**src/rtl/ysyx_24100006_fencei_ctrl.sv**
```systemverilog
// ysyx_24100006_fencei_ctrl: EXE-stage handshake wrapper that serialises fence.i around an icache flush
module ysyx_24100006_fencei_ctrl #(
  parameter int TO_W   = 8,
  parameter int TO_MAX = 200
) (
  input  logic        clk,
  input  logic        reset,
  input  logic        up_valid,
  output logic        up_ready,
  output logic        down_valid,
  input  logic        down_ready,
  input  logic        is_fence_i,
  input  logic        br_redirect_valid,
  input  logic [31:0] br_npc,
  input  logic [31:0] pc_add_4,
  output logic        icache_flush_req,
  input  logic        icache_flush_done,
  output logic        redirect_valid,
  output logic [31:0] redirect_pc,
  output logic        fence_busy,
  output logic        flush_timeout_err
);
  typedef enum logic [1:0] {S_IDLE, S_REQ, S_WAIT, S_RELEASE} state_t;
  state_t          r_state, w_next;
  logic [TO_W-1:0] r_cnt;
  logic            r_req, r_err;
  logic            w_start, w_pass, w_rel, w_hs, w_timeout;
  assign w_start   = (r_state == S_IDLE) && up_valid && is_fence_i;
  assign w_pass    = (r_state == S_IDLE) && !w_start;
  assign w_rel     = (r_state == S_RELEASE);
  assign w_hs      = up_valid && down_ready;
  // a done pulse in the same cycle as the timeout takes priority, so no error
  assign w_timeout = (r_state == S_WAIT) && !icache_flush_done && (r_cnt == TO_W'(TO_MAX - 1));
  always_comb begin
    w_next = r_state;
    unique case (r_state)
      S_IDLE:    w_next = w_start ? S_REQ : S_IDLE;
      S_REQ:     w_next = icache_flush_done ? S_RELEASE : S_WAIT;
      S_WAIT:    w_next = (icache_flush_done || w_timeout) ? S_RELEASE : S_WAIT;
      S_RELEASE: w_next = w_hs ? S_IDLE : S_RELEASE;
      default:   w_next = S_IDLE;
    endcase
  end
  always_ff @(posedge clk) begin
    if (reset) begin
      r_state <= S_IDLE;
      r_cnt   <= '0;
      r_req   <= 1'b0;
      r_err   <= 1'b0;
    end else begin
      r_state <= w_next;
      r_cnt   <= (r_state == S_WAIT) ? r_cnt + 1'b1 : '0;
      r_req   <= (w_next == S_REQ);
      r_err   <= r_err | w_timeout;
    end
  end
  assign down_valid        = (w_pass || w_rel) ? up_valid : 1'b0;
  assign up_ready          = (w_pass || w_rel) ? down_ready : 1'b0;
  assign redirect_valid    = w_rel ? w_hs : (w_pass ? br_redirect_valid : 1'b0);
  assign redirect_pc       = w_rel ? pc_add_4 : br_npc;
  assign icache_flush_req  = r_req;
  assign fence_busy        = (r_state != S_IDLE);
  assign flush_timeout_err = r_err;
endmodule

```
**config.mk**
```make
export PLATFORM = sky130hd
export DESIGN_NAME = ysyx_24100006_fencei_ctrl
export DESIGN_NICKNAME = d
export VERILOG_FILES = /design/src/rtl/ysyx_24100006_fencei_ctrl.sv
export SDC_FILE = /design/constraint.sdc
export NUM_CORES = 1
export LEC_CHECK = 0
export BUFFER_PORTS_ARGS = -buffer_cell sky130_fd_sc_hd__buf_2
export CORE_MARGIN = 2
export CORE_UTILIZATION = 37
export DETAILED_ROUTE_END_ITERATION = 10
export PLACE_DENSITY = 0.86
export SYNTH_ARGS = -nofsm -noshare
export SYNTH_HDL_FRONTEND = slang
export SYNTH_SLANG_ARGS = --single-unit
```
**constraint.sdc**
```tcl
create_clock -name clk -period 1.8 [get_ports clk]
set_input_delay 0.27 -clock clk [delete_from_list [all_inputs] [get_ports clk]]
set_output_delay 0.27 -clock clk [all_outputs]
set_load 0.05 [all_outputs]
```
### Word level (Yosys, flattened, before mapping)

Index checks and enable logic that the tools add are counted.

* bits in latches: 0
* RAM bits: 0
* memory bits (read-only): 0
* memories: 0
* register bits after elaboration: 12
* input port bits: 71
* word-level logic and storage cells: 35
* output and inout port bits: 38

* multipliers: 0
* muxes and demuxes: 10
* div/mod/pow operators: 0
* bitwise operators: 2
* order comparisons: 0
* reduce and logical (&&, ||, !) cells: 13
* add/subtract/negate cells: 1
* eq/ne operators: 5
* shift operators: 0

Operator list (number)
* 2-to-1 mux 32 bit: 1
* adder 8 x 1 -> 8 bit (second input constant): 1
* equality test 8 bit (second input constant): 1
* one-hot mux 2 bit (4 select lines): 1
* 2-to-1 mux 1 bit: 7
* logical AND 1 bit: 6
* equality test 2 x 1 -> 1 bit (second input constant): 2
* equality test 2 bit (second input constant): 2
* logical NOT 1 bit: 2
* logical NOT 2 bit: 1
* logical OR 1 bit: 2
* 2-to-1 mux 2 bit: 1
* nonzero test 2 bit: 1
* OR reduction 2 bit: 1
* inverter 1 bit: 1
* OR 1 bit: 1

### Depth between registers and ports, before layout

Gate-level depths: netlist of run 1.

* word-level depth: 7
* gate-level depth with buffers: 6
* gate-level depth less buffers: 4

### Worst setup path before layout of run 1

OpenSTA, ideal clock, no wires.

* path kind: reg2out
* from: reg r_state[1]
* to: out up_ready
* data required time: 1530 ps
* stages on the path, launching flop included: 4
* setup slack: -336 ps
* arrival time: 1866 ps
* path buffers: 1
* cell sequence: dfxtp_1 > buf_6 > a211o_2 > a21boi_0

* longest elaborated chain between the ends: 7
* elaborated cells on any way between the ends: 8
* classes of those cells: eq/ne: 1; mux: 1; reduce/logical: 6

Ends and longest elaborated chain
* from (decl): line 24 `state_t r_state, w_next;`
* from (signal assigned): line 51 `r_state <= w_next;`
* logical NOT 2 bit: line 28, 29
* logical AND 1 bit (2 in series): line 28 `assign w_start = (r_state == S_IDLE) && up_valid && is_fence_i;`
* logical NOT 1 bit: line 29 `assign w_pass = (r_state == S_IDLE) && !w_start;`
* logical AND 1 bit: line 29
* logical OR 1 bit (*): line 58 `assign up_ready = (w_pass || w_rel) ? down_ready : 1'b0;`
* 2-to-1 mux 1 bit (*): line 58
* to (decl): line 9 `output logic up_ready,`

Every way passes the cells marked *; elsewhere a longest branch is shown, timed or not.

### Final worst setup path of run 1

* from: reg r_state[1]
* to: out redirect_pc[11]

* longest elaborated chain between the ends: 2

Ends and longest elaborated chain
* equality test 2 bit: line 30 `assign w_rel = (r_state == S_RELEASE);`
* 2-to-1 mux 32 bit: line 60 `assign redirect_pc = w_rel ? pc_add_4 : br_npc;`
* to (decl): line 19 `output logic [31:0] redirect_pc,`

Every way passes these cells.

==> flow_summary.yaml, run 1 <==
yosys:
  syn_area_per_cell_sq_um: 5.83
  synth_ff_type: "dfxtp_1"
  syn_area_sq_um: 991
  synth-edff-count: 0
  netlist_instances: 170
  synth_seq_cells: 12
  ys_warn_count: 0
  ys_types: 34
  ys_seq_area_share_pct: 24.2
  async_reset_ff_share_pct: 0
  synthesis.nets: 242
critical_path:
  r2r-start: "r_state[1]"
  cp_slowest_cell: "dfxtp_4"
  crit_chain: "and2_2, buf_12, nand2_1, nand2_1, clkbuf_4"
  crit_path_end_kind: "output port"
  slowest_delay_ps: 410
  path_max_fanout: 32
  required_ps: 1530
  worst_setup_path_start_kind: "flip-flop"
  cp.arrival_ps: 1450
  critPathKind: "flip-flop to output port"
  startpoint: "r_state[1]"
  cp_common_cell: "nand2_1"
power_and_ir_drop:
  power_density_mw_per_mm2: 632
  vdd_ir_drop_max_mv: 0.592
  p_clk_share_pct: 21.0
  leakagePower_uw: 0.000955
  switching_share_pct: 45.5
  switchingPower_uw: 474
  combPwrFrac_pct: 51.2
  pwr-share-seq_pct: 27.8
  p_int_uw: 566
grt:
  grt_pass1_wl_um: 5660
  grt_start_max_net_pins: 34
  grt_pass1_vias: 1282
  grt_use_total_pct: 22.0
  antenna_found_initial: 0
  gr-total-overflow: 0
drt:
  drtAntennaViolNets: 0
  avgViaCountPerCell: 4.87
  drt_pass1_iterations: 5
  wirelength_um: 3570
  drc: 0
  wire_per_inst_um: 11.8
  drt_iter0_drc: 83
  num_vias: 1480
placement:
  place_inst: 300
  gp_congestion: 0.852
  numPortBuffers: 108
  dp_hpwl_um: 2810
floorplanning:
  rows: 18
  initial_core_util_pct: 39.6
  dieArea_sq_mm: 0.00311
  die_w_um: 55.8
  top_level_ports: 109
  die_h_um: 55.8
  core_area_sq_mm: 0.00250
timing:
  slew_violations: 0
  finalCritPeriodShare_pct: 95.6
  max_clock_freq_mhz: 581
  fin_tns_setup_ps: 0
  tightest_slew_ps: 334
  period_minus_slack_ps: 1720
  skew_ps: 7.89
  rsz0062_at_grt: "no"
  finalSetupViolations: 0
  hold_viol_final: 0
  slew_headroom_pct: 77.6
finish:
  fillers: 227
  multi_input_area_sq_um: 668
  final_cell_mix: "100 x nand2_1, 85 x buf_2, 26 x clkbuf_4, 10 x dfxtp_1"
  nets: 347
  seq_area_sq_um: 248
  num_antenna_cells: 0
  mostFrequentLayoutCell: "nand2_1"
  final_cells: 304
  area_delta_synth_final_pct: 66.0
  drive_above_1_share_pct: 44.2
min_path:
  min_from: "reset"
  hold_path.class: "primary input to flip-flop"
clocking:
  hold_buffers: 0
  cts_sinks: 12
  clk_pin_slew_ps: 80
  cts_max_level: 1
  cts_root_buf: "clkbuf_4"
  tritoncts.num_buffers: 3
  cts_tree: "built"
  clock_latency_ps: 280
  cts_buffer_depth: 2
run_status:
  outcome: "complete, no violations"
job:
  cap_violations: 0
[final timing paths]
check / end / slack [ps] / cells after the start
setup / recovery: redirect_pc[11] / 80 / 5
hold / removal: r_state[0] / 210 / 2
setup reg to reg: r_state[0] / 550 / 3
hold reg to reg: r_cnt[0] / 460 / 1
[logic make-up (layout without fill, tap and decap cells)]
family | Yosys count | in the layout | share of synthesized area (%)
simple gates | 123 | 123 | 52.3
compound gates | 17 | 17 | 11.2
buf+inv | 14 | 118 | 8.33
flops | 12 | 12 | 24.2
xor+xnor | 3 | 3 | 2.65
fa+ha+maj | 1 | 1 | 1.26
[area by class of cell]
cell class                 count  share of cell area [%]
inverter                       4                    1.06
tap                           30                    2.28
clock buffer                   4                    2.21
sequential                    12                    15.1
multi-input combinational    144                    40.6
timing repair buffer         110                    38.8
[flip-flops by register name, summed over array words and instances, names as in the netlist]
| name | count |
|---|---|
| flush_timeout_err | 1 |
| r_cnt | 8 |
| r_state | 2 |
| icache_flush_req | 1 |
[synth_stat cells (2+ instances only)]
library cell / instances / area, sq um
buf_2: 4 / 20.0
nor3_1: 3 / 15.0
xor2_1: 2 / 17.5
or3_1: 3 / 18.8
nand2_1: 100 / 375
nor2_1: 5 / 18.8
nand4_1: 2 / 12.5
buf_1: 2 / 7.51
buf_6: 3 / 33.8
dfxtp_1: 12 / 240
a21oi_1: 5 / 25.0
o21ai_0: 3 / 15.0
nand3_1: 3 / 15.0
inv_1: 3 / 11.3
[power groups by stage]
stage          Sequential (uW)  Clock [uW]  Combinational [uW]
6_report                   290         218                 532
5_1_grt                    291         230                 563
4_1_cts                    290         223                 512
3_5_place_dp               295           0                 510
3_3_place_gp               293           0                 508
2_1_floorplan              293           0                 358
[metal layers]
layer / part of all wire [%] / vias up / routed length, um / global-route usage, %
met5: 0 / - / 0 / 0
met4: 1.5 / 0 / 55 / 9.41
li1: - / 756 / - / -
met3: 7.5 / 6 / 268 / 3.72
met2: 51 / 65 / 1830 / 39.1
met1: 40 / 653 / 1420 / 25.7
[stage by stage]
| step | hold slack (ps) | worst slack (ps) | area, sq um | total power, uW | utilization (%) |
|---|---|---|---|---|---|
| floorplan | 339 | 34.8 | 991 | 651 | - |
| global placement | 436 | 241 | 1540 | 801 | 61.8 |
| detailed placement | 451 | 216 | 1540 | 805 | 61.8 |
| CTS | 205 | 24.6 | 1580 | 1020 | 63.3 |
| global route | 219 | 11.4 | 1650 | 1080 | 65.8 |
| finish | 214 | 79.4 | 1650 | 1040 | 65.8 |
[critical path, delay by kind of cell, from the launching register on]
family,cells,cell delay (ps)
DFF,1,410
buffers and inverters,2,410
and+or+nand+nor,3,340
[what timing repair did]
action / in CTS / in global routing
setup endpoints to repair: 33 / 32
setup buffers: 0 / 0
resized for setup: 2 / 25
Note: power is estimated with default switching activity, not from simulation.
==> inputs of run 2 (changes only) <==
CORE_MARGIN = default   (was 2)
==> run 2 against run 1 <==
Worst hold slack improved by 12 ps. Clock skew fell by 4.0 ps. Via count fell by 3.8%. Largest power group unchanged.
==> flow_summary.yaml, run 2 (synthesis gave the netlist of run 1 again) <==
run_status:
  outcome: "complete, no violations"
timing:
  skew_ps: 3.86
  fin_tns_setup_ps: 0
  period_minus_slack_ps: 1720
  finalSetupViolations: 0
  max_clock_freq_mhz: 582
  finalCritPeriodShare_pct: 95.4
  whs_ps: 226
  tightest_slew_ps: 347
  setup_slack_ps: 82.1
  slew_headroom_pct: 76.7
  slew_violations: 0
  rsz0062_at_grt: "no"
  hold_viol_final: 0
clocking:
  cts_root_buf: "clkbuf_4"
  clock_latency_ps: 280
  tritoncts.num_buffers: 3
  clk_pin_slew_ps: 80
  post_cts.repair.setup_buffers: 0
  cts_buffer_depth: 2
  cts_sinks: 12
  cts_max_level: 1
  hold_buffers: 0
  cts_tree: "built"
drt:
  wire_per_inst_um: 11.0
  wirelength_um: 3340
  num_vias: 1424
  drtAntennaViolNets: 0
  drt_iter0_drc: 19
  drc: 0
  avgViaCountPerCell: 4.68
  drt_pass1_iterations: 4
power_and_ir_drop:
  p_int_uw: 557
  leakagePower_uw: 0.000946
  vdd_ir_drop_max_mv: 0.548
  p_clk_share_pct: 21.1
  power_density_mw_per_mm2: 632
  pwr-share-seq_pct: 28.3
  switching_share_pct: 45.4
  combPwrFrac_pct: 50.7
  switchingPower_uw: 464
critical_path:
  r2r-end: "icache_flush_req"
  path_max_fanout: 29
  cp_slowest_cell: "dfxtp_4"
  required_ps: 1530
  slowest_delay_ps: 380
  cp.arrival_ps: 1450
  r2r-start: "r_state[0]"
  critPathKind: "flip-flop to output port"
  crit_path_end_kind: "output port"
  crit_chain: "nand2_1, buf_12, nand2_1, nand2_1, buf_2"
  reg2regPathDepth: 4
  cp_common_cell: "nand2_1"
  worst_setup_path_start_kind: "flip-flop"
  r2r_slack_ps: 560
grt:
  antenna_found_initial: 0
  grt_pass1_vias: 1156
  gr-total-overflow: 0
  grt_pass1_wl_um: 4850
  grt_use_total_pct: 22.9
  grt_start_max_net_pins: 35
floorplanning:
  die_h_um: 53.8
  initial_core_util_pct: 39.6
  dieArea_sq_mm: 0.00289
  die_w_um: 53.8
  top_level_ports: 109
  core_area_sq_mm: 0.00250
  rows: 18
finish:
  mostFrequentLayoutCell: "nand2_1"
  largestRegisters: "r_cnt x8, r_state x2"
  final_cell_mix: "100 x nand2_1, 97 x buf_2, 14 x clkbuf_4, 10 x dfxtp_1"
  largest_reg_flops: 8
  nets: 347
  fillers: 254
  area_delta_synth_final_pct: 63.0
  final_cells: 304
  drive_above_1_share_pct: 44.2
  num_antenna_cells: 0
  stdcell_area_sq_mm: 0.00162
  top_register: "r_cnt"
placement:
  gp_congestion: 0.829
  place_inst: 300
  dp_hpwl_um: 2670
  place_area_sq_mm: 0.00154
  place_ws_ps: 236
  numPortBuffers: 108
job:
  cap_violations: 0
min_path:
  min_from: "reset"
  hold_path.class: "primary input to flip-flop"
  hold_depth: 2
  hold_path_end: "r_state[0]"
## run 2: routing by layer
layer | up-vias | track usage (%) | wire, um
met5 | - | 0 | 0
li1 | 754 | - | -
met1 | 611 | 25.9 | 1370
met3 | 6 | 3.67 | 278
met2 | 53 | 41.8 | 1650
met4 | 0 | 9.65 | 46
## run 2: how the worst max path moves through the flow
stage / startpoint / endpoint / slack, ps
finish: r_state[0] / redirect_pc[6] / 80
global route: r_state[1] / redirect_valid / 0.4
CTS: r_state[1] / down_valid / 40
global placement: r_state[1] / redirect_pc[14] / 270
detailed placement: r_state[1] / down_valid / 240
floorplan: r_state[1] / up_ready / 30
## run 2: area by class of cell
class / instances / area [sq um] / share of cell area [%]
flip-flops and latches: 12 / 248 / 15.3
repair buffers: 110 / 608 / 37.6
multi-input cells: 144 / 668 / 41.4
well taps: 30 / 37.5 / 2.32
inverters: 4 / 17.5 / 1.08
clock buffers: 4 / 36.3 / 2.25
## run 2: power groups by stage
| stage | clock network (uW) | registers [uW] | logic, uW |
|---|---|---|---|
| floorplan | 0 | 293 | 358 |
| global placement | 0 | 293 | 506 |
| detailed placement | 0 | 294 | 507 |
| CTS | 222 | 289 | 509 |
| global route | 233 | 291 | 553 |
| finish | 215 | 288 | 517 |
## run 2: worst max-delay path: cells and delay by family, from the launching register on
family / cells / cell delay, ps
flip-flops: 1 / 380
buffers and inverters: 2 / 470
AND/OR/NAND/NOR: 3 / 310
## run 2: per-stage QoR
| step | power (uW) | util [%] |
|---|---|---|
| 2_1_floorplan | 651 | - |
| 3_3_place_gp | 798 | 61.8 |
| 3_5_place_dp | 801 | 61.8 |
| 4_1_cts | 1020 | 63.3 |
| 5_1_grt | 1080 | 64.6 |
| 6_report | 1020 | 64.6 |
## run 2: repair_timing
| action | in CTS | in global routing |
|---|---|---|
| resized for setup | 2 | 13 |
| endpoints found under the setup margin | 33 | 31 |
| cloned | 0 | 0 |
==> inputs of run 3 (changes only) <==
PLACE_DENSITY = 0.92   (was 0.86)
==> run 3 against run 2 <==
Power shrank 1.3%. Highest routed layer unchanged. Non-clock buffer count grew 2. Largest power group unchanged. Via count grew 0.49%. Clock-buffer cell count is the same. Setup slack lost 3.4 ps. Largest cell class unchanged. Die area is the same. Fmax shrank 0.20%.
==> flow_summary.yaml, run 3 (synthesis gave the netlist of run 1 again) <==
run_status:
  outcome: "complete, no violations"
timing:
  setup_slack_ps: 78.7
  tightest_slew_ps: 350
  slew_violations: 0
  max_clock_freq_mhz: 581
  skew_ps: 9.75
  finalCritPeriodShare_pct: 95.6
  period_minus_slack_ps: 1720
  finalSetupViolations: 0
  hold_viol_final: 0
  whs_ps: 240
  slew_headroom_pct: 76.6
grt:
  gr-total-overflow: 0
  antenna_found_initial: 0
  grt_pass1_wl_um: 4550
  grt_pass1_vias: 1111
  grt_use_total_pct: 21.2
  grt_start_max_net_pins: 26
power_and_ir_drop:
  switchingPower_uw: 455
  p_clk_share_pct: 20.5
  pwr-share-seq_pct: 28.7
  power_density_mw_per_mm2: 629
  total_power_uw: 1010
  switching_share_pct: 45.2
  vdd_ir_drop_max_mv: 0.729
  leakagePower_uw: 0.000947
  combPwrFrac_pct: 50.8
  p_int_uw: 552
floorplanning:
  die_h_um: 53.8
  die_w_um: 53.8
  rows: 18
  initial_core_util_pct: 39.6
  top_level_ports: 109
  core_area_sq_mm: 0.00250
  dieArea_sq_mm: 0.00289
placement:
  dp_hpwl_um: 2630
  place_ws_ps: 258
  gp_congestion: 0.909
  numPortBuffers: 108
finish:
  drive_above_1_share_pct: 44.6
  largest_reg_flops: 8
  mostFrequentLayoutCell: "buf_2"
  nets: 349
  num_antenna_cells: 0
  final_cell_mix: "103 x buf_2, 100 x nand2_1, 10 x dfxtp_1, 8 x clkbuf_4"
  largestRegisters: "r_cnt x8, r_state x2"
  area_delta_synth_final_pct: 61.6
  top_register: "r_cnt"
drt:
  drc: 0
  num_vias: 1431
  drt_pass1_iterations: 4
  avgViaCountPerCell: 4.68
  drt_iter0_drc: 19
  wire_per_inst_um: 10.5
  drtAntennaViolNets: 0
  wirelength_um: 3220
min_path:
  hold_path.class: "primary input to flip-flop"
  hold_path_end: "flush_timeout_err"
  min_from: "reset"
  hold_depth: 2
critical_path:
  critPathKind: "flip-flop to output port"
  worst_setup_path_start_kind: "flip-flop"
  reg2regPathDepth: 4
  path_max_fanout: 11
  cp.arrival_ps: 1450
  required_ps: 1530
  crit_path_end_kind: "output port"
  r2r-start: "r_state[0]"
  slowest_delay_ps: 430
  cp_slowest_cell: "dfxtp_2"
  r2r_slack_ps: 540
  crit_chain: "and2_2, buf_4, o21a_1, buf_2"
  r2r-end: "r_state[0]"
clocking:
  clock_latency_ps: 270
  cts_sinks: 12
  clk_pin_slew_ps: 80
  cts_tree: "built"
  tritoncts.num_buffers: 3
  cts_buffer_depth: 2
  cts_root_buf: "clkbuf_4"
  post_cts.repair.setup_buffers: 0
  cts_max_level: 1
job:
  cap_violations: 0
run 3: cell count changes in the layout (fill, tap and decap cells not counted):
cell / change
dfxtp_2: +2
buf_2: +6
dfxtp_4: -2
buf_12: -1
buf_4: +2
buf_6: +1
clkbuf_4: -6
run 3: layout make-up:
| class | count | area, sq um |
|---|---|---|
| Fill cell | 245 | 898 |
| Multi-Input combinational cell | 144 | 668 |
| Timing Repair Buffer | 112 | 599 |
| Sequential cell | 12 | 243 |
| Tap cell | 30 | 37.5 |
| Clock buffer | 4 | 36.3 |
| Inverter | 4 | 17.5 |
run 3: critical path: cells and delay by family (launching register included):
kind	cells	cell delay, ps
AO/OA/AOI/OAI	1	130
buffers and inverters	2	410
AND/OR/NAND/NOR	1	210
flip-flops	1	430
run 3: worst max-delay path by stage:
stage	start	slack [ps]	to
2_1_floorplan	r_state[1]	30	up_ready
3_3_place_gp	r_state[1]	300	redirect_pc[11]
4_1_cts	r_state[0]	70	down_valid
5_1_grt	r_state[0]	-0.8	redirect_pc[26]
3_5_place_dp	r_state[0]	260	down_valid
6_report	r_state[0]	80	down_valid
run 3: repair_timing:
| item | 4_1_cts | 5_1_grt |
|---|---|---|
| gates resized for setup | 2 | 6 |
| pin swaps | 0 | 0 |
| endpoints found under the setup margin | 33 | 6 |
| hold buffers | 0 | 0 |
run 3: metrics by stage:
| stage | instances | util [%] | TNS, ps | cell area [sq um] |
|---|---|---|---|---|
| 3_3_place_gp | 302 | 61.9 | 0 | 1550 |
| 4_1_cts | 306 | 63.4 | 0 | 1590 |
| 5_1_grt | 306 | 64.1 | -0.797 | 1600 |
| 3_5_place_dp | 302 | 61.9 | 0 | 1550 |
| 6_report | 306 | 64.1 | 0 | 1600 |
| 2_1_floorplan | 170 | - | 0 | 991 |
run 3: layer usage:
layer	wire length [um]	part of all wire [%]	global-route usage (%)
met1	1310	41	22.4
met2	1530	48	40.7
met3	329	10	3.95
met4	47	1.5	7.46
met5	0	0	0
run 3: power by group through the flow:
stage	logic, uW	registers (uW)	clock network, uW
finish	512	289	206
global route	545	292	228
CTS	509	289	214
detailed placement	507	294	0
global placement	505	292	0
floorplan	358	293	0
